`src/rtl/vga_scanout.sv`:
```
// vga_scanout
//   640x480@60 VGA scan-out engine driving a 64x48-cell frame memory.
//   Each memory cell covers a 10x10 block of screen pixels. The raster
//   position is tracked with h/v counters plus modulo-10 sub-counters, so
//   the cell address needs no divider.
//
//   Pipeline (one pixel per clock):
//     p0 : raster counters and the memory read address for the same pixel.
//          The address register is loaded from the counters' next state, so
//          the memory (one-cycle registered read) returns the cell data in the
//          cycle after the counter stage.
//     p1 : decoded timing flags for the pixel, aligned with mem_data.
//     p2 : registered pins (sync, colour, video_active, frame_start, count).
//
// Ports
//   clk          in   pixel clock (25.175 MHz), one pixel per cycle
//   rst          in   asynchronous active-high reset
//   mem_addr     out  [11:0] frame-memory read address {row[5:0], col[5:0]}
//   mem_data     in   [2:0]  registered read data, one cycle after mem_addr
//   mem_busy     in   memory is writing this cycle; read data not updated
//   hsync/vsync  out  active-low sync pulses
//   red/green/blue out pixel colour, 0 outside the visible area
//   video_active out  high while the output pixel is visible
//   frame_start  out  one-cycle pulse on output pixel (0,0)
//   underrun_cnt out  [7:0] stale-read count for the current frame (saturates)
module vga_scanout (
  input  logic        clk,
  input  logic        rst,
  output logic [11:0] mem_addr,
  input  logic [2:0]  mem_data,
  input  logic        mem_busy,
  output logic        hsync,
  output logic        vsync,
  output logic        red,
  output logic        green,
  output logic        blue,
  output logic        video_active,
  output logic        frame_start,
  output logic [7:0]  underrun_cnt
);

  localparam logic [9:0] H_VIS    = 10'd640;
  localparam logic [9:0] H_SYNC_S = 10'd656;
  localparam logic [9:0] H_SYNC_E = 10'd751;
  localparam logic [9:0] H_LAST   = 10'd799;
  localparam logic [9:0] V_VIS    = 10'd480;
  localparam logic [9:0] V_SYNC_S = 10'd490;
  localparam logic [9:0] V_SYNC_E = 10'd491;
  localparam logic [9:0] V_LAST   = 10'd524;
  localparam logic [3:0] SUB_LAST = 4'd9;

  // Saturating increment for the underrun counter.
  function automatic logic [7:0] sat_inc8(input logic [7:0] v);
    return (v == 8'hFF) ? v : v + 8'd1;
  endfunction

  // Colour selection: blank outside the visible area; a stale read repeats
  // the colour of the previous visible pixel instead of the unrefreshed data.
  function automatic logic [2:0] pick_rgb(input logic       vld,
                                          input logic       stale,
                                          input logic [2:0] fresh,
                                          input logic [2:0] last);
    if (!vld)
      return 3'b000;
    else if (stale)
      return last;
    else
      return fresh;
  endfunction

  // ---------------------------------------------------------------- p0
  logic [9:0]  r_h_cnt_p0;
  logic [9:0]  r_v_cnt_p0;
  logic [3:0]  r_h_sub_p0;
  logic [3:0]  r_v_sub_p0;
  logic [6:0]  r_col_p0;   // reaches 79 in horizontal blanking
  logic [5:0]  r_row_p0;   // reaches 52 in vertical blanking
  logic [11:0] r_addr_p0;

  logic [9:0]  w_h_nxt;
  logic [9:0]  w_v_nxt;
  logic [3:0]  w_h_sub_nxt;
  logic [3:0]  w_v_sub_nxt;
  logic [6:0]  w_col_nxt;
  logic [5:0]  w_row_nxt;
  logic        w_vis_nxt;
  logic        w_vis_p0;
  logic        w_hs_p0;
  logic        w_vs_p0;
  logic        w_fs_p0;

  always_comb begin
    w_h_nxt     = r_h_cnt_p0 + 10'd1;
    w_h_sub_nxt = r_h_sub_p0 + 4'd1;
    w_col_nxt   = r_col_p0;
    w_v_nxt     = r_v_cnt_p0;
    w_v_sub_nxt = r_v_sub_p0;
    w_row_nxt   = r_row_p0;

    if (r_h_sub_p0 == SUB_LAST) begin
      w_h_sub_nxt = 4'd0;
      w_col_nxt   = r_col_p0 + 7'd1;
    end

    if (r_h_cnt_p0 == H_LAST) begin
      w_h_nxt     = 10'd0;
      w_h_sub_nxt = 4'd0;
      w_col_nxt   = 7'd0;
      if (r_v_cnt_p0 == V_LAST) begin
        w_v_nxt     = 10'd0;
        w_v_sub_nxt = 4'd0;
        w_row_nxt   = 6'd0;
      end else begin
        w_v_nxt = r_v_cnt_p0 + 10'd1;
        if (r_v_sub_p0 == SUB_LAST) begin
          w_v_sub_nxt = 4'd0;
          w_row_nxt   = r_row_p0 + 6'd1;
        end else begin
          w_v_sub_nxt = r_v_sub_p0 + 4'd1;
        end
      end
    end
  end

  assign w_vis_nxt = (w_h_nxt < H_VIS) && (w_v_nxt < V_VIS);
  assign w_vis_p0  = (r_h_cnt_p0 < H_VIS) && (r_v_cnt_p0 < V_VIS);
  assign w_hs_p0   = !((r_h_cnt_p0 >= H_SYNC_S) && (r_h_cnt_p0 <= H_SYNC_E));
  assign w_vs_p0   = !((r_v_cnt_p0 >= V_SYNC_S) && (r_v_cnt_p0 <= V_SYNC_E));
  assign w_fs_p0   = (r_h_cnt_p0 == 10'd0) && (r_v_cnt_p0 == 10'd0);

  // The reset address 0 is already the address of pixel (0,0), so the
  // first read after reset release is correct without a warm-up cycle.
  always_ff @(posedge clk or posedge rst) begin
    if (rst) begin
      r_h_cnt_p0 <= 10'd0;
      r_v_cnt_p0 <= 10'd0;
      r_h_sub_p0 <= 4'd0;
      r_v_sub_p0 <= 4'd0;
      r_col_p0   <= 7'd0;
      r_row_p0   <= 6'd0;
      r_addr_p0  <= 12'd0;
    end else begin
      r_h_cnt_p0 <= w_h_nxt;
      r_v_cnt_p0 <= w_v_nxt;
      r_h_sub_p0 <= w_h_sub_nxt;
      r_v_sub_p0 <= w_v_sub_nxt;
      r_col_p0   <= w_col_nxt;
      r_row_p0   <= w_row_nxt;
      if (w_vis_nxt)
        r_addr_p0 <= {w_row_nxt, w_col_nxt[5:0]};
    end
  end

  // ---------------------------------------------------------------- p1
  logic r_vld_p1;
  logic r_hs_p1;
  logic r_vs_p1;
  logic r_fs_p1;
  logic r_stale_p1;

  // mem_busy is sampled in the same cycle the pixel's address is presented;
  // in blanking it is irrelevant and therefore masked.
  always_ff @(posedge clk or posedge rst) begin
    if (rst) begin
      r_vld_p1   <= 1'b0;
      r_hs_p1    <= 1'b1;
      r_vs_p1    <= 1'b1;
      r_fs_p1    <= 1'b0;
      r_stale_p1 <= 1'b0;
    end else begin
      r_vld_p1   <= w_vis_p0;
      r_hs_p1    <= w_hs_p0;
      r_vs_p1    <= w_vs_p0;
      r_fs_p1    <= w_fs_p0;
      r_stale_p1 <= w_vis_p0 & mem_busy;
    end
  end

  // ---------------------------------------------------------------- p2
  logic       r_vld_p2;
  logic       r_hs_p2;
  logic       r_vs_p2;
  logic       r_fs_p2;
  logic [2:0] r_rgb_p2;
  logic [2:0] r_last_rgb;
  logic [7:0] r_ucnt_p2;
  logic [2:0] w_rgb_p1;

  assign w_rgb_p1 = pick_rgb(r_vld_p1, r_stale_p1, mem_data, r_last_rgb);

  always_ff @(posedge clk or posedge rst) begin
    if (rst) begin
      r_vld_p2   <= 1'b0;
      r_hs_p2    <= 1'b1;
      r_vs_p2    <= 1'b1;
      r_fs_p2    <= 1'b0;
      r_rgb_p2   <= 3'b000;
      r_last_rgb <= 3'b000;
      r_ucnt_p2  <= 8'd0;
    end else begin
      r_vld_p2 <= r_vld_p1;
      r_hs_p2  <= r_hs_p1;
      r_vs_p2  <= r_vs_p1;
      r_fs_p2  <= r_fs_p1;
      r_rgb_p2 <= w_rgb_p1;
      if (r_vld_p1)
        r_last_rgb <= w_rgb_p1;
      // frame_start restarts the count; a stale (0,0) pixel counts as the first.
      if (r_fs_p1)
        r_ucnt_p2 <= {7'd0, r_stale_p1};
      else if (r_stale_p1)
        r_ucnt_p2 <= sat_inc8(r_ucnt_p2);
    end
  end

  assign mem_addr     = r_addr_p0;
  assign hsync        = r_hs_p2;
  assign vsync        = r_vs_p2;
  assign video_active = r_vld_p2;
  assign frame_start  = r_fs_p2;
  assign red          = r_rgb_p2[2];
  assign green        = r_rgb_p2[1];
  assign blue         = r_rgb_p2[0];
  assign underrun_cnt = r_ucnt_p2;

endmodule

```
`config.mk`:
```
export PLATFORM = sky130hd
export DESIGN_NAME = vga_scanout
export DESIGN_NICKNAME = d
export VERILOG_FILES = /design/src/rtl/vga_scanout.sv
export SDC_FILE = /design/constraint.sdc
export NUM_CORES = 1
export LEC_CHECK = 0
export ABC_AREA = 1
export BUFFER_PORTS_ARGS = -buffer_cell sky130_fd_sc_hd__buf_4
export CORE_MARGIN = 2
export CORE_UTILIZATION = 59
export DETAILED_ROUTE_END_ITERATION = 7
export PLACE_DENSITY = 0.79
export SYNTH_ARGS = -nofsm -noshare
export SYNTH_HDL_FRONTEND = slang
export SYNTH_SLANG_ARGS = --single-unit
```
`constraint.sdc`:
```
create_clock -name clk -period 2.65 [get_ports clk]
set_input_delay 0.53 -clock clk [delete_from_list [all_inputs] [get_ports clk]]
set_output_delay 0.53 -clock clk [all_outputs]
set_load 0.02 [all_outputs]
```
; ---- Word level (Yosys, flattened, before mapping)
; Cells that the tools add are included.
[word_totals]
inputBits = 6
reg_bits = 76
output_inout_bits = 27
[op_classes]
mux = 17
n_bitwise = 1
reduce_logical = 12
addsub = 7
order_cmp = 8
eq_ne = 6
[op_table]
columns = op, count
row1 = 10-bit 2-to-1 mux, 3
row2 = 8-bit 2-to-1 mux, 3
row3 = 10-bit by 1-bit adder with 10-bit output (second input constant), 2
row4 = 10-bit == test (second input constant), 2
row5 = 10-bit zero test, 2
row6 = 10-bit < comparator (second input constant), 2
row7 = 10-bit by 9-bit < comparator with 1-bit output (second input constant), 2
row8 = 6-bit 2-to-1 mux, 3
row9 = 4-bit 2-to-1 mux, 4
row10 = 7-bit 2-to-1 mux, 2
row11 = 10-bit >= comparator (second input constant), 1
row12 = 10-bit by 9-bit >= comparator with 1-bit output (second input constant), 1
row13 = 10-bit less-or-equal comparator (second input constant), 1
row14 = 10-bit by 9-bit less-or-equal comparator with 1-bit output (second input constant), 1
row15 = 4-bit by 1-bit adder with 4-bit output (second input constant), 2
row16 = 8-bit by 1-bit adder with 8-bit output (second input constant), 1
row17 = 4-bit == test (second input constant), 2
row18 = 8-bit == test (second input constant), 1
row19 = 7-bit by 1-bit adder with 7-bit output (second input constant), 1
row20 = 6-bit by 1-bit adder with 6-bit output (second input constant), 1
row21 = 3-bit 2-to-1 mux, 2
row22 = 1-bit logical AND, 5
row23 = 2-bit nonzero test, 2
row24 = 1-bit zero test, 2
row25 = 3 further kinds, 3

; ---- Longest topological paths before layout
; Gate-level depths: netlist (run 1).
[depth]
word_depth = 5
ltp_mapped = 14
mapped_depth_nobuf = 13

; ---- Worst setup path before layout (run 1)
; OpenSTA, ideal clock, no wires.
[synth_timing]
kind = register -> register
from = reg r_h_cnt_p0[0]
to = reg r_addr_p0[3] (netlist: mem_addr[3])
setup_slack_ns = 0.879
stages_incl_launch_ff = 15
t_required_ns = 2.533
period_less_slack_ns = 1.771
setup_time_ns = 0.117
t_arrival_ns = 1.654
path_buffers = 2
cell_sequence = dfrtp_1 > ha_1 > nand2_2 > nor2_8 > nand2_4 > nor2_4 > buf_6 > nand3_1 > nand2_1 > nand3_2 > nand2_2 > inv_2 > buf_8 > nand3_2 > nand2_1
[synth_between]
elab_chain_cells = 4
word_cells_on_any_way = 8
classes_between = add/sub (1) / order compare (2) / eq/ne (1) / mux (3) / reduce/logical (1)
[synth_lines]
columns = item, line_no
row1 = "start, declared", 72  ; logic [9:0] r_h_cnt_p0;
row2 = "start signal, assigned", 143  ; r_h_cnt_p0 <= w_h_nxt;
row3 = 10-bit by 1-bit adder with 10-bit output or 10-bit == test (tied branches), "93, 105"
row4 = 10-bit 2-to-1 mux, 105  ; if (r_h_cnt_p0 == H_LAST) begin
row5 = 10-bit < comparator or 10-bit by 9-bit < comparator with 1-bit output (tied branches), 125  ; assign w_vis_nxt = (w_h_nxt < H_VIS) && (w_v_nxt < V_VIS);
row6 = 1-bit logical AND, 125
row7 = "end signal, assigned", 150  ; r_addr_p0 <= {w_row_nxt, w_col_nxt[5:0]};
row8 = "end, declared", 78  ; logic [11:0] r_addr_p0;
; Several ways; a longest one is shown, not always the timed one.
; A chain may end at the register's enable or synchronous reset.

; ---- Worst setup path in the final report (run 1)
[layout_timing]
from = reg r_h_cnt_p0[0]
to = reg r_addr_p0[7] (netlist: mem_addr[7])
; Same word-level chain as after synthesis.

==> results.md, run 1 <==
- Setup CP Type: reg -> reg
- Post-cts repair resize count: 0
- Final Non-Filler Cells: between 500 and 600
- Pin count of the biggest net entering global routing: 29
- N_diodes: 0
- CTS clk-pin slew, worst paths: ~0.08 ns
- Worst-path fanout max: 12
- Area grow syn2layout: 13.4%
- Crit path capture: mem_addr[7]$_DFFE_PP0P_
- Core Area: about 6300 um^2
- Worst-margin pin slew: between 0.5 and 0.6 ns
- Gr ovfl total: 0
- Number of synthesized flops with an enable pin: 0
- Slew HR: 64.0%
- Post-CTS Hold Fix Bufs: 0
- Die W: around 84 um
- Slowest CP cell: dfrtp_1
- Post-synthesis area per instance: ~8.4 um^2
- Critical path endpoint category: flip-flop
- Routed WL per cell: 12.9 um
- Clock sink count: 75
- Vias in the first global route: around 2.9k
- Post-CTS Setup Inserts: 0
- Clk root buf: clkbuf_8
- Clock tree from TritonCTS: yes
- First-pass GRT wire length: approximately 13000 um
- Initial antenna violation count: 0
- Top Ports: 33
- Origin of the worst setup path: r_h_cnt_p0[0]$_DFF_PP0_
- Worst reg2reg setup slack: just over 0.4 ns
- Minimum clock period: between 2 and 2.5 ns
- Drt drc: 0
- Startpoint types: flip-flop
- I/O Buffers: 32
- Mapped cell area: around 3800 um^2
- H-tree Lvls: 3
- Fraction of synthesized cell area in xor and xnor cells: slightly above 2%
- Final HPWL DP: between 5000 and 6000 um
- Initial core utilization: about 61%
- Pwr Total: between 2000 and 2500 uW
- Final setup violation count: 0
- Worst VDD drop: around 0.00043 V
- Worst skew pair latency: 0.35 ns
- Worst Hold Class: in -> async
- Post-synth cell types: 37
- Vias: ~3.0k
- Clock buffer depth: 2
- Die height: around 84 um
- Critical path, cell by cell: ha_1 > nand2_2 > nor2_8 > nand4_2 > inv_2 > nand2_1 > nand2_1 > nor2_1 > nand2_2 > nand3_2 > nand2_1 > nand2_1
- Dpl cells: ~560
- GPL Wtd Cong: around 0.9
- Leakage Power: between 0.002 and 0.0025 uW
- Largest family of logic cells by synthesized area: simple AND/OR/NAND/NOR gates
- DRT iter0 DRCs: 260
- Clock skew: 0.00971 ns
- R2R depth: 12
- Reg-to-reg startpoint: r_h_cnt_p0[0]$_DFF_PP0_
- Setup TNS Final: 0 ns
- Slew Limit Fails: 0
- Detail Route Antenna Nets: 0
- Post-synth ARST share: 100%
- Pwr Density: between 500 and 600 nW/um^2
- #FFs+latches synth: 75
- Max-Cap Viols: 0
- Full die area: a little over 7000 um^2
- Worst R2R End: mem_addr[7]$_DFFE_PP0P_
- Fin crit share: between 80 and 90%
- CTS Buf Count: 9
- Post-Syn Nets: approximately 470
- Yosys warnings: 0
- Hold Fails Final Rpt: 0
- Simple-gate share of the synthesized area: 30.8%
- Worst EP required: 2.89 ns
- GRT Total Usage: between 20% and 30%
- Post-Synth Adder-Cell Area: roughly 3.6%
- CP max stage delay: 0.40 ns
- Top_reg_cell synth: dfrtp_1
- Final WL: roughly 7500 um
- Sequential fraction of the synthesis area: between 40% and 50%
- RSZ-0062 raised after global routing: no
- Nets@finish: 513
- Post-synthesis mux area share: 0%
- Share of cells above drive strength 1: about 17%
- Most used cell along the critical path: nand2_1
- Vias per cell: between 5 and 6
- Worst EP arrival: 2.48 ns
- First-pass DRT Iterations: 4
- Compound-cell area share of the yosys netlist: under 10%
- Post-synthesis cell count: ~450
- Peak Freq: roughly 450 MHz
- Placement Rows: 29
- Status: complete, no violations
cell usage after synthesis, types with 2 or more instances:
master,count,area (um^2)
nand3_2,12,120
ha_1,11,138
dfrtp_1,71,1780
nor3_1,16,80.1
nand3_1,39,195
nor2_4,2,22.5
nand2_1,112,420
buf_6,4,45.0
nor4_1,2,12.5
a21oi_1,9,45.0
inv_1,64,240
xnor2_1,2,17.5
nor2_1,47,176
nand4_1,5,31.3
nand2_2,5,31.3
xor2_1,7,61.3
inv_2,5,18.8
o22ai_1,4,25.0
dfstp_2,4,105
o21ai_0,16,80.1
state kept, by name (all words and copies together) (netlist names):
signal	count
mem_addr	12
r_h_cnt_p0	10
r_v_cnt_p0	10
underrun_cnt	8
r_col_p0	6
r_row_p0	6
r_h_sub_p0	4
r_v_sub_p0	4
r_last_rgb	3
r_rgb_p2	3
frame_start	1
hsync	1
r_fs_p1	1
r_hs_p1	1
r_stale_p1	1
r_vld_p1	1
r_vs_p1	1
video_active	1
vsync	1
worst min path at each step:
stage / end / cells after the start / slack (ns)
2_1_floorplan: hsync$_DFF_PP1_ / 0 / 0.35
3_3_place_gp: hsync$_DFF_PP1_ / 0 / 0.35
3_5_place_dp: vsync$_DFF_PP1_ / 0 / 0.35
4_1_cts: underrun_cnt[7]$_DFFE_PP0P_ / 2 / 0.22
5_1_grt: underrun_cnt[7]$_DFFE_PP0P_ / 2 / 0.26
6_report: underrun_cnt[0]$_DFFE_PP0P_ / 2 / 0.22
cell type report:
class	instances	area, um^2
Tap cell	77	96.3
Fill cell	505	1970
Timing Repair Buffer	37	290
Clock inverter	6	63.8
Clock buffer	10	128
Sequential cell	75	1880
Inverter	69	259
Multi-Input combinational cell	304	1590
where the power goes:
group | total, uW | leakage (uW) | internal (uW) | switching (uW)
clock | 860 | 0.0000927 | 435 | 426
sequential | 1230 | 0.000961 | 1190 | 41.9
combinational | 238 | 0.00122 | 96.1 | 142
worst max-delay path, delay by kind of cell, from the launching register on:
kind	cells	cell delay (ns)
adders and majority gates	1	0.24
buffers and inverters	1	0.27
DFF	1	0.40
and+or+nand+nor	10	1.21
cell usage in the layout, fill, tap and decap left out, types with 2 or more instances in the layout:
master	n
ha_1	11
buf_4	36
xor2_1	7
clkbuf_8	9
o21ai_0	16
dfstp_2	4
nor4_1	2
nor2_1	47
nand2_2	5
clkinv_2	2
nor3_1	16
inv_1	63
clkinvlp_4	2
nand3_1	39
dfrtp_1	71
a21oi_1	9
o22ai_1	4
inv_2	6
nand4_1	5
nand2_1	112
nand3_2	12
xnor2_1	2
nor2_4	2
layer usage:
layer	GRT usage [%]	wire [um]
met3	4.03	410
met1	30.4	3390
met4	9.53	123
met5	0	0
met2	36.2	3540
cells by family (layout without fill, tap and decap cells):
group | Yosys count | in the layout
adder cells (fa/ha/maj) | 11 | 11
XOR/XNOR | 9 | 9
AO/OA/AOI/OAI | 36 | 36
AND/OR/NAND/NOR | 248 | 248
buffers and inverters | 75 | 122
flip-flops | 75 | 75
metrics by stage:
stage	hold slack, ns	worst slack, ns	utilization, %	instance area [um^2]
floorplan	0.345	0.217	-	3800
global placement	0.345	0.539	65.6	4120
detailed placement	0.347	0.428	65.6	4120
CTS	0.223	0.340	68.7	4310
global route	0.258	0.121	68.7	4310
finish	0.221	0.413	68.7	4310
No activity file was read; power rests on OpenSTA's default activity.
==> run 2, diff against run 1 <==
Settings changed: CORE_UTILIZATION 59 to 54, PLACE_DENSITY 0.79 to 0.76.
Clock period 2.65 ns to 2 ns, I/O delays scaled along.
==> run 2 against run 1 <==
Net effect: maximum frequency up 16%; via count grew 3.8%; wire length grew 7.8%; design area increased by 5.7%; clock skew increased by 0.0011 ns; first-iteration DRC count shrank 33%; critical path depth down 1.
==> results.md, run 2 (synthesis gave the netlist of run 1 again) <==
- Hold Fails Final Rpt: 0 (unchanged)
- Leading cell type in the layout, fill and taps excluded: nand2_1
- Initial core utilization: 55.9% (-4.6 points)
- Final worst slack: 0.0690 ns (-0.344 ns)
- Clock buffer depth: 2 (unchanged)
- Clock tree from TritonCTS: yes
- Placement Rows: 30 (+3.4%)
- Final HPWL DP: 5570 um (+0.96%)
- Minimum clock period: 1.93 ns (-0.306 ns)
- Clock skew: 0.0108 ns (+0.00107 ns)
- Status: complete, no violations
- Top Ports: 33 (unchanged)
- Worst R2R End: mem_addr[1]$_DFFE_PP0P_
- Fin crit share: 96.6% (+12 points)
- Final Non-Filler Cells: 611 (+5.7%)
- DRT iter0 DRCs: 174 (-33%)
- Full die area: 7730 um^2 (+8.8%)
- CP top delay family: simple AND/OR/NAND/NOR gates
- R2R depth: 11 (-1)
- Vias per cell: 5.15 (-1.8%)
- First-pass DRT Iterations: 4 (unchanged)
- Slew HR: 63.9% (-0.13 points)
- CTS Buf Count: 9 (unchanged)
- Worst VDD drop: 0.000432 V (+0.56%)
- Worst Hold Class: in -> async
- Share of cells above drive strength 1: 22.1% (+5.0 points)
- Worst reg2reg setup slack: 0.07 ns (-0.34 ns)
- Max reg flops: 12 (unchanged)
- Gr ovfl total: 0 (unchanged)
- N_diodes: 0 (unchanged)
- Die height: 87.9 um (+4.3%)
- Pwr Density: 669 nW/um^2 (+24%)
- Worst EP arrival: 2.23 ns (-0.25 ns)
- Reg-to-reg startpoint: r_h_cnt_p0[1]$_DFF_PP0_
- Startpoint types: flip-flop
- Routed WL per cell: 13.2 um (+2.0%)
- Final setup violation count: 0 (unchanged)
- Final WL: 8040 um (+7.8%)
- I/O Buffers: 32 (unchanged)
- Vias in the first global route: 2977 (+3.7%)
- First-pass GRT wire length: 13100 um (+1.7%)
- CTS clk-pin slew, worst paths: 0.09 ns (about the same)
- H-tree Lvls: 3 (unchanged)
- Most used cell along the critical path: nand2_2
- Nets@finish: 527 (+2.7%)
- Worst-margin pin slew: 0.529 ns (-0.0109 ns)
- Setup TNS Final: 0 ns (unchanged)
- Leakage Power: 0.00240 uW (+5.3%)
- Area grow syn2layout: 19.9%
- Final Util: 67.1% (-1.6 points)
- GRT Total Usage: 21.9% (-0.68 points)
- Worst skew pair latency: 0.36 ns (about the same)
- Critical path, cell by cell: ha_4 > nand2_2 > nor2_8 > nand2_4 > nor2_4 > nand4_1 > nand3_4 > nand2_2 > inv_6 > nand3_2 > nand2_1
- Place WS: -0.109 ns (-0.537 ns)
- Pin count of the biggest net entering global routing: 76 (+160%)
- Detail Route Antenna Nets: 0 (unchanged)
- CP max stage delay: 0.42 ns (+0.02 ns)
- Vias: 3147 (+3.8%)
- Clk root buf: clkbuf_8
- Critical path endpoint category: flip-flop
- Slowest CP cell: dfrtp_1
- CP Buf/Inv Count: 1 (unchanged)
- Setup CP Type: reg -> reg
- Worst EP required: 2.30 ns (-0.59 ns)
- Slew Limit Fails: 0 (unchanged)
- GPL Wtd Cong: 0.985 (+9.9%)
- Final hold slack: 0.117 ns (-0.104 ns)
- Worst-path fanout max: 12 (unchanged)
- Die W: 87.9 um (+4.3%)
- Peak Freq: 518 MHz (+16%)
- Clock sink count: 75 (unchanged)
- Core Area: 6790 um^2 (+8.2%)
- Commonest non-fill, non-tap cells in the layout: 110 x nand2_1, 71 x dfrtp_1, 62 x inv_1, 46 x buf_4, 41 x nor2_1
- Max-Cap Viols: 0 (unchanged)
- Dpl cells: 588 (+4.6%)
- RSZ-0062 raised after global routing: yes
- Drt drc: 0 (unchanged)
- Initial antenna violation count: 0 (unchanged)
run 2: metrics by stage:
stage	area [um^2]	total power [uW]
finish	4560	3050
global route	4560	3170
CTS	4420	3070
detailed placement	4210	1980
global placement	4210	1970
floorplan	3800	1840
run 2: what timing repair did:
item / in CTS / in global routing
endpoints found under the hold margin: 0 / 0
setup endpoints to repair: 12 / 13
pin swaps: 0 / 7
buffers inserted: 0 / 6
gates resized for setup: 2 / 21
gates cloned: 0 / 1
hold buffers: 0 / 0
run 2: where the power goes:
| part | switching, uW | total [uW] | internal (uW) |
|---|---|---|---|
| Clock | 580 | 1100 | 520 |
| Sequential | 55.7 | 1630 | 1580 |
| Combinational | 189 | 315 | 125 |
| Total | 825 | 3050 | 2220 |
run 2: worst max-delay path by stage:
| stage | cells after the start | from | end |
|---|---|---|---|
| after detailed placement | 12 | r_h_cnt_p0[1]$_DFF_PP0_ | mem_addr[1]$_DFFE_PP0P_ |
| after global routing | 12 | r_h_cnt_p0[0]$_DFF_PP0_ | mem_addr[9]$_DFFE_PP0P_ |
| after CTS | 11 | r_h_cnt_p0[1]$_DFF_PP0_ | mem_addr[11]$_DFFE_PP0P_ |
| final | 11 | r_h_cnt_p0[1]$_DFF_PP0_ | mem_addr[1]$_DFFE_PP0P_ |
| after global placement | 12 | r_h_cnt_p0[1]$_DFF_PP0_ | mem_addr[7]$_DFFE_PP0P_ |
| after floorplan | 14 | r_h_cnt_p0[0]$_DFF_PP0_ | mem_addr[3]$_DFFE_PP0P_ |
run 2: worst min-delay path, cell delays in order:
cell        delay (ns)
buf_4             0.12
clkinvlp_4        0.07
buf_12            0.31
run 2: cell type report:
type | instances | area (um^2)
flip-flops and latches | 75 | 1880
multi-input cells | 305 | 1680
repair buffers | 50 | 417
well taps | 96 | 120
fillers | 569 | 2230
clock inverters | 5 | 37.5
clock buffers | 11 | 151
inverters | 69 | 268
run 2: per-layer routing:
layer,up-vias,track usage [%],share of wire (%)
met5,-,0,0
met4,0,10.2,2.7
met3,18,5.28,4.6
met2,82,35.2,48
met1,1484,28.0,45
li1,1563,-,-
